===== src/rtl/ahb5_sram_slave_ctrl_if.sv =====
// AHB5 slave-port signal bundle between the interconnect and the SRAM controller.
interface ahb5_sram_slave_ctrl_if;
    logic        Hselx;
    logic [31:0] Haddr;
    logic        Hwrite;
    logic [2:0]  Hsize;
    logic [1:0]  Htrans;
    logic [2:0]  Hburst;
    logic [3:0]  Hprot;
    logic        Hmastlock;
    logic        Hready;
    logic [31:0] Hwdata;
    logic        Hreadyout;
    logic        Hresp;
    logic [31:0] Hrdata;

    modport slave (
        input  Hselx, Haddr, Hwrite, Hsize, Htrans, Hburst, Hprot, Hmastlock,
        input  Hready, Hwdata,
        output Hreadyout, Hresp, Hrdata
    );

    modport master (
        output Hselx, Haddr, Hwrite, Hsize, Htrans, Hburst, Hprot, Hmastlock,
        output Hwdata,
        input  Hready, Hreadyout, Hresp, Hrdata
    );
endinterface


===== src/rtl/ahb5_sram_slave_ctrl.sv =====
// AHB5 slave controller for a single-port synchronous SRAM: address/data-phase
// pipelining, programmable wait states, write-commit vs. read arbitration on the
// one SRAM port, and the two-cycle ERROR response.
module ahb5_sram_slave_ctrl #(
    parameter int MEM_DEPTH   = 1024,
    parameter int AW          = 10,
    parameter int WAIT_STATES = 0
) (
    input  logic                 Hclk,
    input  logic                 HRESETn,
    ahb5_sram_slave_ctrl_if.slave ahb,
    output logic                 mem_en,
    output logic                 mem_we,
    output logic [3:0]           mem_be,
    output logic [AW-1:0]        mem_addr,
    output logic [31:0]          mem_wdata,
    input  logic [31:0]          mem_rdata
);

    typedef enum logic [2:0] {IDLE, WAIT, DATA, ERR1, ERR2} state_t;

    localparam logic [3:0] WS = 4'(WAIT_STATES);

    state_t        state_reg, state_next;
    logic [3:0]    cnt_reg, cnt_next;
    logic          rd_pend_reg, rd_pend_next;
    logic          dp_write_reg;
    logic [AW-1:0] dp_addr_reg;
    logic [3:0]    dp_be_reg;

    logic          can_accept, accept, addr_err, commit, rd_now, rd_delay;
    logic [3:0]    be;

    // Burst, protection and lock attributes carry no meaning for this slave.
    logic unused_attr;
    assign unused_attr = ^{ahb.Hburst, ahb.Hprot, ahb.Hmastlock, MEM_DEPTH[0]};

    // Address-phase decode: byte lanes and the illegal-access flag.
    always_comb begin
        be = 4'b1111;
        case (ahb.Hsize)
            3'd0:    be = 4'b0001 << ahb.Haddr[1:0];
            3'd1:    be = ahb.Haddr[1] ? 4'b1100 : 4'b0011;
            default: be = 4'b1111;
        endcase
        addr_err = (ahb.Haddr[31:AW+2] != '0)
                 | (ahb.Hsize > 3'd2)
                 | ((ahb.Hsize == 3'd1) & ahb.Haddr[0])
                 | ((ahb.Hsize == 3'd2) & (ahb.Haddr[1:0] != 2'b00));
    end

    // A new address phase is only sampled while the data phase is not stalled.
    assign can_accept = (state_reg == IDLE) | (state_reg == DATA) | (state_reg == ERR2);
    assign accept     = can_accept & ahb.Hselx & ahb.Hready & ahb.Htrans[1];
    // The final cycle of an OKAY write data phase owns the SRAM port.
    assign commit     = (state_reg == DATA) & dp_write_reg;
    assign rd_now     = accept & ~ahb.Hwrite & ~addr_err & ~commit;
    assign rd_delay   = accept & ~ahb.Hwrite & ~addr_err & commit;

    // Next-state logic and wait-state counter.
    always_comb begin
        state_next   = state_reg;
        cnt_next     = cnt_reg;
        rd_pend_next = rd_pend_reg;
        case (state_reg)
            IDLE, DATA, ERR2: begin
                state_next   = IDLE;
                rd_pend_next = 1'b0;
                if (accept) begin
                    if (addr_err) begin
                        state_next = ERR1;
                    end else if ((WAIT_STATES > 0) || rd_delay) begin
                        state_next   = WAIT;
                        cnt_next     = WS + {3'b000, rd_delay} - 4'd1;
                        rd_pend_next = rd_delay;
                    end else begin
                        state_next = DATA;
                    end
                end
            end
            WAIT: begin
                rd_pend_next = 1'b0;
                if (cnt_reg == 4'd0) state_next = DATA;
                else                 cnt_next   = cnt_reg - 4'd1;
            end
            ERR1:    state_next = ERR2;
            default: state_next = IDLE;
        endcase
    end

    // State register and captured address phase; reset aborts any transfer.
    always_ff @(posedge Hclk or negedge HRESETn) begin
        if (!HRESETn) begin
            state_reg    <= IDLE;
            cnt_reg      <= 4'd0;
            rd_pend_reg  <= 1'b0;
            dp_write_reg <= 1'b0;
            dp_addr_reg  <= '0;
            dp_be_reg    <= 4'd0;
        end else begin
            state_reg   <= state_next;
            cnt_reg     <= cnt_next;
            rd_pend_reg <= rd_pend_next;
            if (accept) begin
                dp_write_reg <= ahb.Hwrite;
                dp_addr_reg  <= ahb.Haddr[AW+1:2];
                dp_be_reg    <= be;
            end
        end
    end

    assign ahb.Hreadyout = ~((state_reg == WAIT) | (state_reg == ERR1));
    assign ahb.Hresp     = (state_reg == ERR1) | (state_reg == ERR2);
    assign ahb.Hrdata    = ((state_reg == DATA) & ~dp_write_reg) ? mem_rdata : 32'h0;

    // SRAM port: write commit first, then a delayed read, then a fresh read.
    always_comb begin
        mem_en    = 1'b0;
        mem_we    = 1'b0;
        mem_be    = 4'b0000;
        mem_addr  = '0;
        mem_wdata = 32'h0;
        if (HRESETn) begin
            if (commit) begin
                mem_en    = 1'b1;
                mem_we    = 1'b1;
                mem_be    = dp_be_reg;
                mem_addr  = dp_addr_reg;
                mem_wdata = ahb.Hwdata;
            end else if ((state_reg == WAIT) && rd_pend_reg) begin
                mem_en   = 1'b1;
                mem_be   = dp_be_reg;
                mem_addr = dp_addr_reg;
            end else if (rd_now) begin
                mem_en   = 1'b1;
                mem_be   = be;
                mem_addr = ahb.Haddr[AW+1:2];
            end
        end
    end

endmodule


===== src/flat_wrapper.sv =====
// flat-port wrapper written by rule: the top's interface ports become plain ports
module ahb5_sram_slave_ctrl_flat 
#(
    parameter int MEM_DEPTH   = 1024,
    parameter int AW          = 10,
    parameter int WAIT_STATES = 0
)
  (Hclk, HRESETn, mem_en, mem_we, mem_be, mem_addr, mem_wdata, mem_rdata, ahb_Hselx, ahb_Haddr, ahb_Hwrite, ahb_Hsize, ahb_Htrans, ahb_Hburst, ahb_Hprot, ahb_Hmastlock, ahb_Hready, ahb_Hwdata, ahb_Hreadyout, ahb_Hresp, ahb_Hrdata);
  ahb5_sram_slave_ctrl_if ahb_i ();
  input  logic Hclk;
  input  logic HRESETn;
  output logic mem_en;
  output logic mem_we;
  output logic [3:0] mem_be;
  output logic [AW-1:0] mem_addr;
  output logic [31:0] mem_wdata;
  input  logic [31:0] mem_rdata;
  input wire logic [$bits(ahb_i.Hselx)-1:0] ahb_Hselx;
  input wire logic [$bits(ahb_i.Haddr)-1:0] ahb_Haddr;
  input wire logic [$bits(ahb_i.Hwrite)-1:0] ahb_Hwrite;
  input wire logic [$bits(ahb_i.Hsize)-1:0] ahb_Hsize;
  input wire logic [$bits(ahb_i.Htrans)-1:0] ahb_Htrans;
  input wire logic [$bits(ahb_i.Hburst)-1:0] ahb_Hburst;
  input wire logic [$bits(ahb_i.Hprot)-1:0] ahb_Hprot;
  input wire logic [$bits(ahb_i.Hmastlock)-1:0] ahb_Hmastlock;
  input wire logic [$bits(ahb_i.Hready)-1:0] ahb_Hready;
  input wire logic [$bits(ahb_i.Hwdata)-1:0] ahb_Hwdata;
  output wire logic [$bits(ahb_i.Hreadyout)-1:0] ahb_Hreadyout;
  output wire logic [$bits(ahb_i.Hresp)-1:0] ahb_Hresp;
  output wire logic [$bits(ahb_i.Hrdata)-1:0] ahb_Hrdata;
  assign ahb_i.Hselx = ahb_Hselx;
  assign ahb_i.Haddr = ahb_Haddr;
  assign ahb_i.Hwrite = ahb_Hwrite;
  assign ahb_i.Hsize = ahb_Hsize;
  assign ahb_i.Htrans = ahb_Htrans;
  assign ahb_i.Hburst = ahb_Hburst;
  assign ahb_i.Hprot = ahb_Hprot;
  assign ahb_i.Hmastlock = ahb_Hmastlock;
  assign ahb_i.Hready = ahb_Hready;
  assign ahb_i.Hwdata = ahb_Hwdata;
  assign ahb_Hreadyout = ahb_i.Hreadyout;
  assign ahb_Hresp = ahb_i.Hresp;
  assign ahb_Hrdata = ahb_i.Hrdata;
  ahb5_sram_slave_ctrl #(.MEM_DEPTH(MEM_DEPTH), .AW(AW), .WAIT_STATES(WAIT_STATES)) u_core (.Hclk(Hclk), .HRESETn(HRESETn), .ahb(ahb_i), .mem_en(mem_en), .mem_we(mem_we), .mem_be(mem_be), .mem_addr(mem_addr), .mem_wdata(mem_wdata), .mem_rdata(mem_rdata));
endmodule

===== config.mk =====
export PLATFORM = sky130hd
export DESIGN_NAME = ahb5_sram_slave_ctrl_flat
export DESIGN_NICKNAME = d
export VERILOG_FILES = /design/src/rtl/ahb5_sram_slave_ctrl_if.sv /design/src/rtl/ahb5_sram_slave_ctrl.sv /design/src/flat_wrapper.sv
export SDC_FILE = /design/constraint.sdc
export NUM_CORES = 1
export LEC_CHECK = 0
export CAP_MARGIN = 10
export CORE_MARGIN = 3
export CORE_UTILIZATION = 31
export DETAILED_ROUTE_END_ITERATION = 8
export PLACE_DENSITY_LB_ADDON = 0.3
export SLEW_MARGIN = 15
export SYNTH_ARGS = -nofsm -noshare
export SYNTH_HDL_FRONTEND = slang
export SYNTH_SLANG_ARGS = --single-unit
export TNS_END_PERCENT = 30

===== constraint.sdc =====
create_clock -name Hclk -period 2.78 [get_ports Hclk]
set_input_delay 0.417 -clock Hclk [delete_from_list [all_inputs] [get_ports Hclk]]
set_output_delay 0.417 -clock Hclk [all_outputs]
set_load 0.02 [all_outputs]

======== Yosys cells after proc, flatten, opt, wreduce, memory -nomap -nowiden ========
Cells that the tools add are included.
cells by class
  eq/ne operators ......................... 11
  muxes and demuxes ....................... 33
  add/sub/neg operators ................... 2
  bitwise logic cells ..................... 23
  shift operators ......................... 1
  reductions and logical operators ........ 9
  order comparisons ....................... 1
operator list
  kind                                                                   number
  32-bit two-way mux                                                     3
  10-bit two-way mux                                                     4
  4-bit two-way mux                                                      9
  20-bit nonzero test                                                    1
  4-bit one-hot mux with 2 select lines                                  2
  1-bit AND                                                              11
  3-bit by 2-bit == test with 1-bit output (second input constant)       3
  1-bit two-way mux                                                      9
  3-bit two-way mux                                                      3
  3-bit one-hot mux with 3 select lines                                  1
  1-bit OR                                                               7
  3-bit by 1-bit == test with 1-bit output (second input constant)       2
  3-bit logical NOT                                                      2
  2-bit by 1-bit != test with 1-bit output (second input constant)       3
  1-bit NOT                                                              5
  5-bit AND reduction                                                    1
  4-bit logical NOT                                                      1
  2-bit != test (second input constant)                                  2
  2-bit nonzero test                                                     2
  1-bit by 2-bit left shift with 4-bit output (first input constant)     1
  4-bit by 1-bit subtractor with 4-bit output (second input constant)    1
  3-bit == test (second input constant)                                  1
  3-bit by 2-bit > comparator with 1-bit output (second input constant)  1
  3-bit OR reduction                                                     1
  other kinds (4)                                                        4
word-level totals
  register bits ........................... 23

======== Longest topological paths before layout ========
  word-level depth ........................ 14
  mapped depth ............................ 7

======== Least setup slack after synthesis ========
No wires, ideal clock.
  path kind ............................... input to output
  start point ............................. input ahb_Haddr[21]
  end point ............................... output mem_addr[0]
  stages on the path ...................... 7
  data arrival time ....................... 1720 ps
  path buffers ............................ 2
  data required time ...................... 2363 ps
  setup slack ............................. 643 ps
  path through ............................ nor4_2 > nand2_2 > nor4_2 > and3_1 > buf_6 > buf_12 > a22o_1
between the ends
  word-level cells in the longest chain between the ends .. 11
RTL lines
  what                    line                         text
  start, declared         flat_wrapper.sv:19           input wire logic [$bits(ahb_i.Haddr)-1:0] ahb_Haddr;
  20-bit nonzero test     ahb5_sram_slave_ctrl.sv:46   addr_err = (ahb.Haddr[31:AW+2] != '0)
  1-bit OR                ahb5_sram_slave_ctrl.sv:47   | (ahb.Hsize > 3'd2)
  1-bit OR                ahb5_sram_slave_ctrl.sv:48   | ((ahb.Hsize == 3'd1) & ahb.Haddr[0])
  1-bit OR                ahb5_sram_slave_ctrl.sv:49   | ((ahb.Hsize == 3'd2) & (ahb.Haddr[1:0] != 2'b00));
  1-bit NOT               ahb5_sram_slave_ctrl.sv:57   assign rd_now = accept & ~ahb.Hwrite & ~addr_err & ~commit;
  1-bit AND (2 in a row)  ahb5_sram_slave_ctrl.sv:57
  10-bit two-way mux      ahb5_sram_slave_ctrl.sv:134  end else if (rd_now) begin
  10-bit two-way mux      ahb5_sram_slave_ctrl.sv:130  end else if ((state_reg == WAIT) && rd_pend_reg) begin
  10-bit two-way mux      ahb5_sram_slave_ctrl.sv:124  if (commit) begin
  10-bit two-way mux      ahb5_sram_slave_ctrl.sv:123  if (HRESETn) begin
  end, declared           flat_wrapper.sv:15           output logic [AW-1:0] mem_addr;
No other way between the ends.

======== Worst setup path after layout ========
  start point ............................. input ahb_Haddr[0]
  end point ............................... output mem_en
between the ends
  word-level cells in the longest chain between the ends .. 10
RTL lines
  what                                                    line                                                    text
  1-bit AND / 2-bit nonzero test (equally long branches)  ahb5_sram_slave_ctrl.sv:48, ahb5_sram_slave_ctrl.sv:49
  1-bit OR / 1-bit AND (equally long branches)            ahb5_sram_slave_ctrl.sv:48, ahb5_sram_slave_ctrl.sv:49
  1-bit OR (*)                                            ahb5_sram_slave_ctrl.sv:49
  1-bit NOT (*)                                           ahb5_sram_slave_ctrl.sv:57
  1-bit AND (*) (2 in a row)                              ahb5_sram_slave_ctrl.sv:57
  1-bit two-way mux (*)                                   ahb5_sram_slave_ctrl.sv:134
  1-bit two-way mux (*)                                   ahb5_sram_slave_ctrl.sv:130
  1-bit two-way mux (*)                                   ahb5_sram_slave_ctrl.sv:124
  1-bit two-way mux (*)                                   ahb5_sram_slave_ctrl.sv:123
  end, declared                                           flat_wrapper.sv:12                                      output logic mem_en;
Mark *: on every way between the ends. The rest lies on a longest branch, timed or not.

==> flow_summary.yaml <==
finish:
  largest_register_ffs: 10
  syn_to_final_growth_pct: 110
  final_area_um2: 3930
  nets: 520
  drive_gt1_share_pct: 17.8
  diodes: 0
grt:
  grt_max_degree: 36
  grt_pass1_vias: 2332
  overflow: 0
  grt_pass1_wl_um: 11900
  antenna_found_initial: 0
  grt_usage_pct: 20.7
flow_run:
  max_cap_viol_count: 0
cts:
  cts_sinks: 23
  cts_tree: "done"
  clk_pin_slew_ps: 80
  clk_latency_ps: 270
  cts_buffer_depth: 2
  cts_buffers: 3
  clockRootBuffer: "clkbuf_8"
  cts_max_level: 1
logic_synthesis:
  ys_seq_elements: 23
  syn_area_um2: 1870
  synth_nets: 324
  synth_warnings: 0
  yosysSeqAreaShare_pct: 30.8
  avgSynthCellArea_um2: 8.95
  syn_inst: 209
  yosysUniqueCellTypes: 43
timing:
  max_freq_mhz: 370
  rsz0062_at_grt: "false"
  hold_viol: 0
  fin_crit_ps: 2700
  finClkSkew_ps: 1.71
  worst_pin_slew_ps: 477
  final-setup-viol-count: 0
  fin_crit_sh_pct: 97.2
  max-slew-margin-rel_pct: 68.0
  final.setup.tns_ps: 0
  holdWs_ps: 215
  drv_slew: 0
place:
  port_buffers: 186
  dpl.hpwl_um: 6050
  placed_area_um2: 3870
  gp_congestion: 0.848
routing:
  antenna_left: 0
  via_count: 2296
  wl_per_cell_um: 15.8
  first_pass_iters: 4
  viasPerCell: 4.82
  wl_um: 7520
  drc_errors: 0
  drt_iter0_markers: 70
power:
  p_clk_share_pct: 12.6
  p_per_area_nw_per_um2: 427
  p_sw_uw: 628
  ir_drop_v: 0.000274
  cellLeakagePower_uw: 0.00175
  p_int_uw: 1050
  seqPwrFrac_pct: 33.0
  swShare_pct: 37.5
  power_frac_comb_pct: 54.4
  power_uw: 1680
setup_path:
  arrival_ps: 2280
  crit_buf_inv: 5
  path_cells: "clkdlybuf4s50_1 -> nor3_2 -> buf_4 -> o211ai_2 -> nor4_4 -> buf_4 -> inv_1 -> a21boi_0 -> dlygate4sd2_1"
  r2r-end: "u_core.cnt_reg[2]$_DFFE_PN0P_"
  crit-reg2reg-launch: "u_core.state_reg[0]$_DFFE_PN0P_"
  cp.depth: 9
  reg2regPathDepth: 6
  worst_setup_path_end_kind: "output port"
  ff2ff_setup_slack_ps: 730
  worstSetupPathType: "primary input to output port"
  crit_path_max_fanout: 3
  crit_start: "ahb_Haddr[0]"
  endpoint: "mem_en"
  cp_data_required_time_ps: 2360
  slowest_stage: "clkdlybuf4s50_1"
  path_delay_family: "buffers and inverters"
  startpoint_type: "primary input"
  critPathMaxStageDelay_ps: 470
  crit_top_cell: "buf_4"
floorplan:
  die_h_um: 83.7
  core_area_um2: 5680
  io_pins: 196
  die_x_um: 83.7
  die_area_um2: 7000
  rows: 27
  start_util_pct: 33.0
status:
  status: "completed"
worst_hold_path:
  hold_class: "primary input to asynchronous set/reset pin"
[repair_timing]
| action | 4_1_cts | 5_1_grt |
|---|---|---|
| hold buffers | 1 | 0 |
| setup endpoints to repair | 15 | 15 |
| buffers inserted | 0 | 1 |
| pin swaps | 0 | 6 |
| hold endpoints to repair | 5 | 0 |
| gates cloned | 0 | 1 |
| gates resized for setup | 42 | 25 |
[stage by stage]
stage | setup slack [ps] | instances | util (%)
2_1_floorplan | 643 | 209 | -
3_3_place_gp | -292 | 469 | 68.2
3_5_place_dp | -347 | 469 | 68.2
4_1_cts | -40.0 | 474 | 69.4
5_1_grt | 26.8 | 476 | 69.2
6_report | 78.6 | 476 | 69.2
[layer usage]
layer | up-vias | global-route usage, % | share of wire (%) | wire, um
met1 | 1042 | 22.8 | 39 | 2920
met4 | 0 | 6.43 | 1.5 | 114
met2 | 108 | 39.0 | 52 | 3920
met5 | - | 0 | 0 | 0
met3 | 9 | 4.64 | 7.6 | 571
li1 | 1137 | - | - | -
[cell usage in the layout (no fill, tap or decap), types with 4 or more instances in the layout]
cell type and n:
nor2_1 12, nand2b_1 4, dfrtp_1 23, clkdlybuf4s50_1 166, and2_1 34, buf_4 17
nand3b_1 5, mux2_2 11, dlymetal6s2s_1 4, inv_1 5, a22o_1 10, a22o_2 4
nand2_1 8, nor4_4 4, and3_1 32, buf_2 13
[kinds of logic (layout without fill, tap and decap cells)]
| family | count (synthesis) | count (layout) | synth area share (%) |
|---|---|---|---|
| compound gates | 37 | 37 | 15.7 |
| fa+ha+maj | 1 | 1 | 0.669 |
| buf+inv | 20 | 215 | 5.95 |
| flops | 23 | 23 | 30.8 |
| mux | 11 | 11 | 6.62 |
| simple gates | 117 | 117 | 40.3 |
[cell usage after synthesis, drive strengths merged]
cell	count	share of area (%)
nor4	7	5.8
nand3b	5	2.0
nor3	4	1.1
dfrtp	23	31
mux2	11	6.6
nor2b	1	0.33
and3	34	11
a31o	1	0.47
o211ai	2	1.1
inv	5	1.0
nand2b	4	1.3
clkbuf	10	2.0
nor2	14	3.1
or4	1	0.40
and2	34	11
o21ai	5	1.3
ha	1	0.67
a21boi	2	0.80
or3	1	0.33
o31ai	2	1.1
buf	5	2.9
a21o	2	0.80
a31oi	2	0.67
a22o	14	6.8
nand2	10	2.3
a21oi	5	1.7
o2bb2ai	1	0.47
nand3	1	0.27
o21bai	1	0.40
and4bb	1	0.67
[power groups by stage]
stage          clock [uW]  combinational [uW]  sequential, uW
6_report              212                 911             552
5_1_grt               228                 988             567
4_1_cts               215                 925             549
3_5_place_dp            0                 927             554
3_3_place_gp            0                 900             547
2_1_floorplan           0                 494             529
[area by class of cell]
class                           count  area [um^2]
Timing Repair Buffer              206         1980
Sequential cell                    23          576
Multi-Input combinational cell    166         1210
Clock buffer                        4         45.0
Inverter                            5         18.8
Tap cell                           72         90.1
Fill cell                         457         1750
[how the worst min path moves through the flow]
| stage | to | startpoint | slack (ps) | depth (start not counted) |
|---|---|---|---|---|
| CTS | u_core.state_reg[1]$_DFFE_PN0P_ | HRESETn | 200 | 2 |
| detailed placement | u_core.dp_be_reg[1]$_DFFE_PN0N_ | HRESETn | 280 | 1 |
| finish | u_core.state_reg[1]$_DFFE_PN0P_ | HRESETn | 220 | 2 |
| global placement | u_core.dp_be_reg[3]$_DFFE_PN0N_ | HRESETn | 280 | 1 |
| global route | u_core.state_reg[1]$_DFFE_PN0P_ | HRESETn | 220 | 2 |
| floorplan | u_core.cnt_reg[0]$_DFFE_PN0P_ | HRESETn | 120 | 0 |
Note: power is estimated with default switching activity, not from simulation.
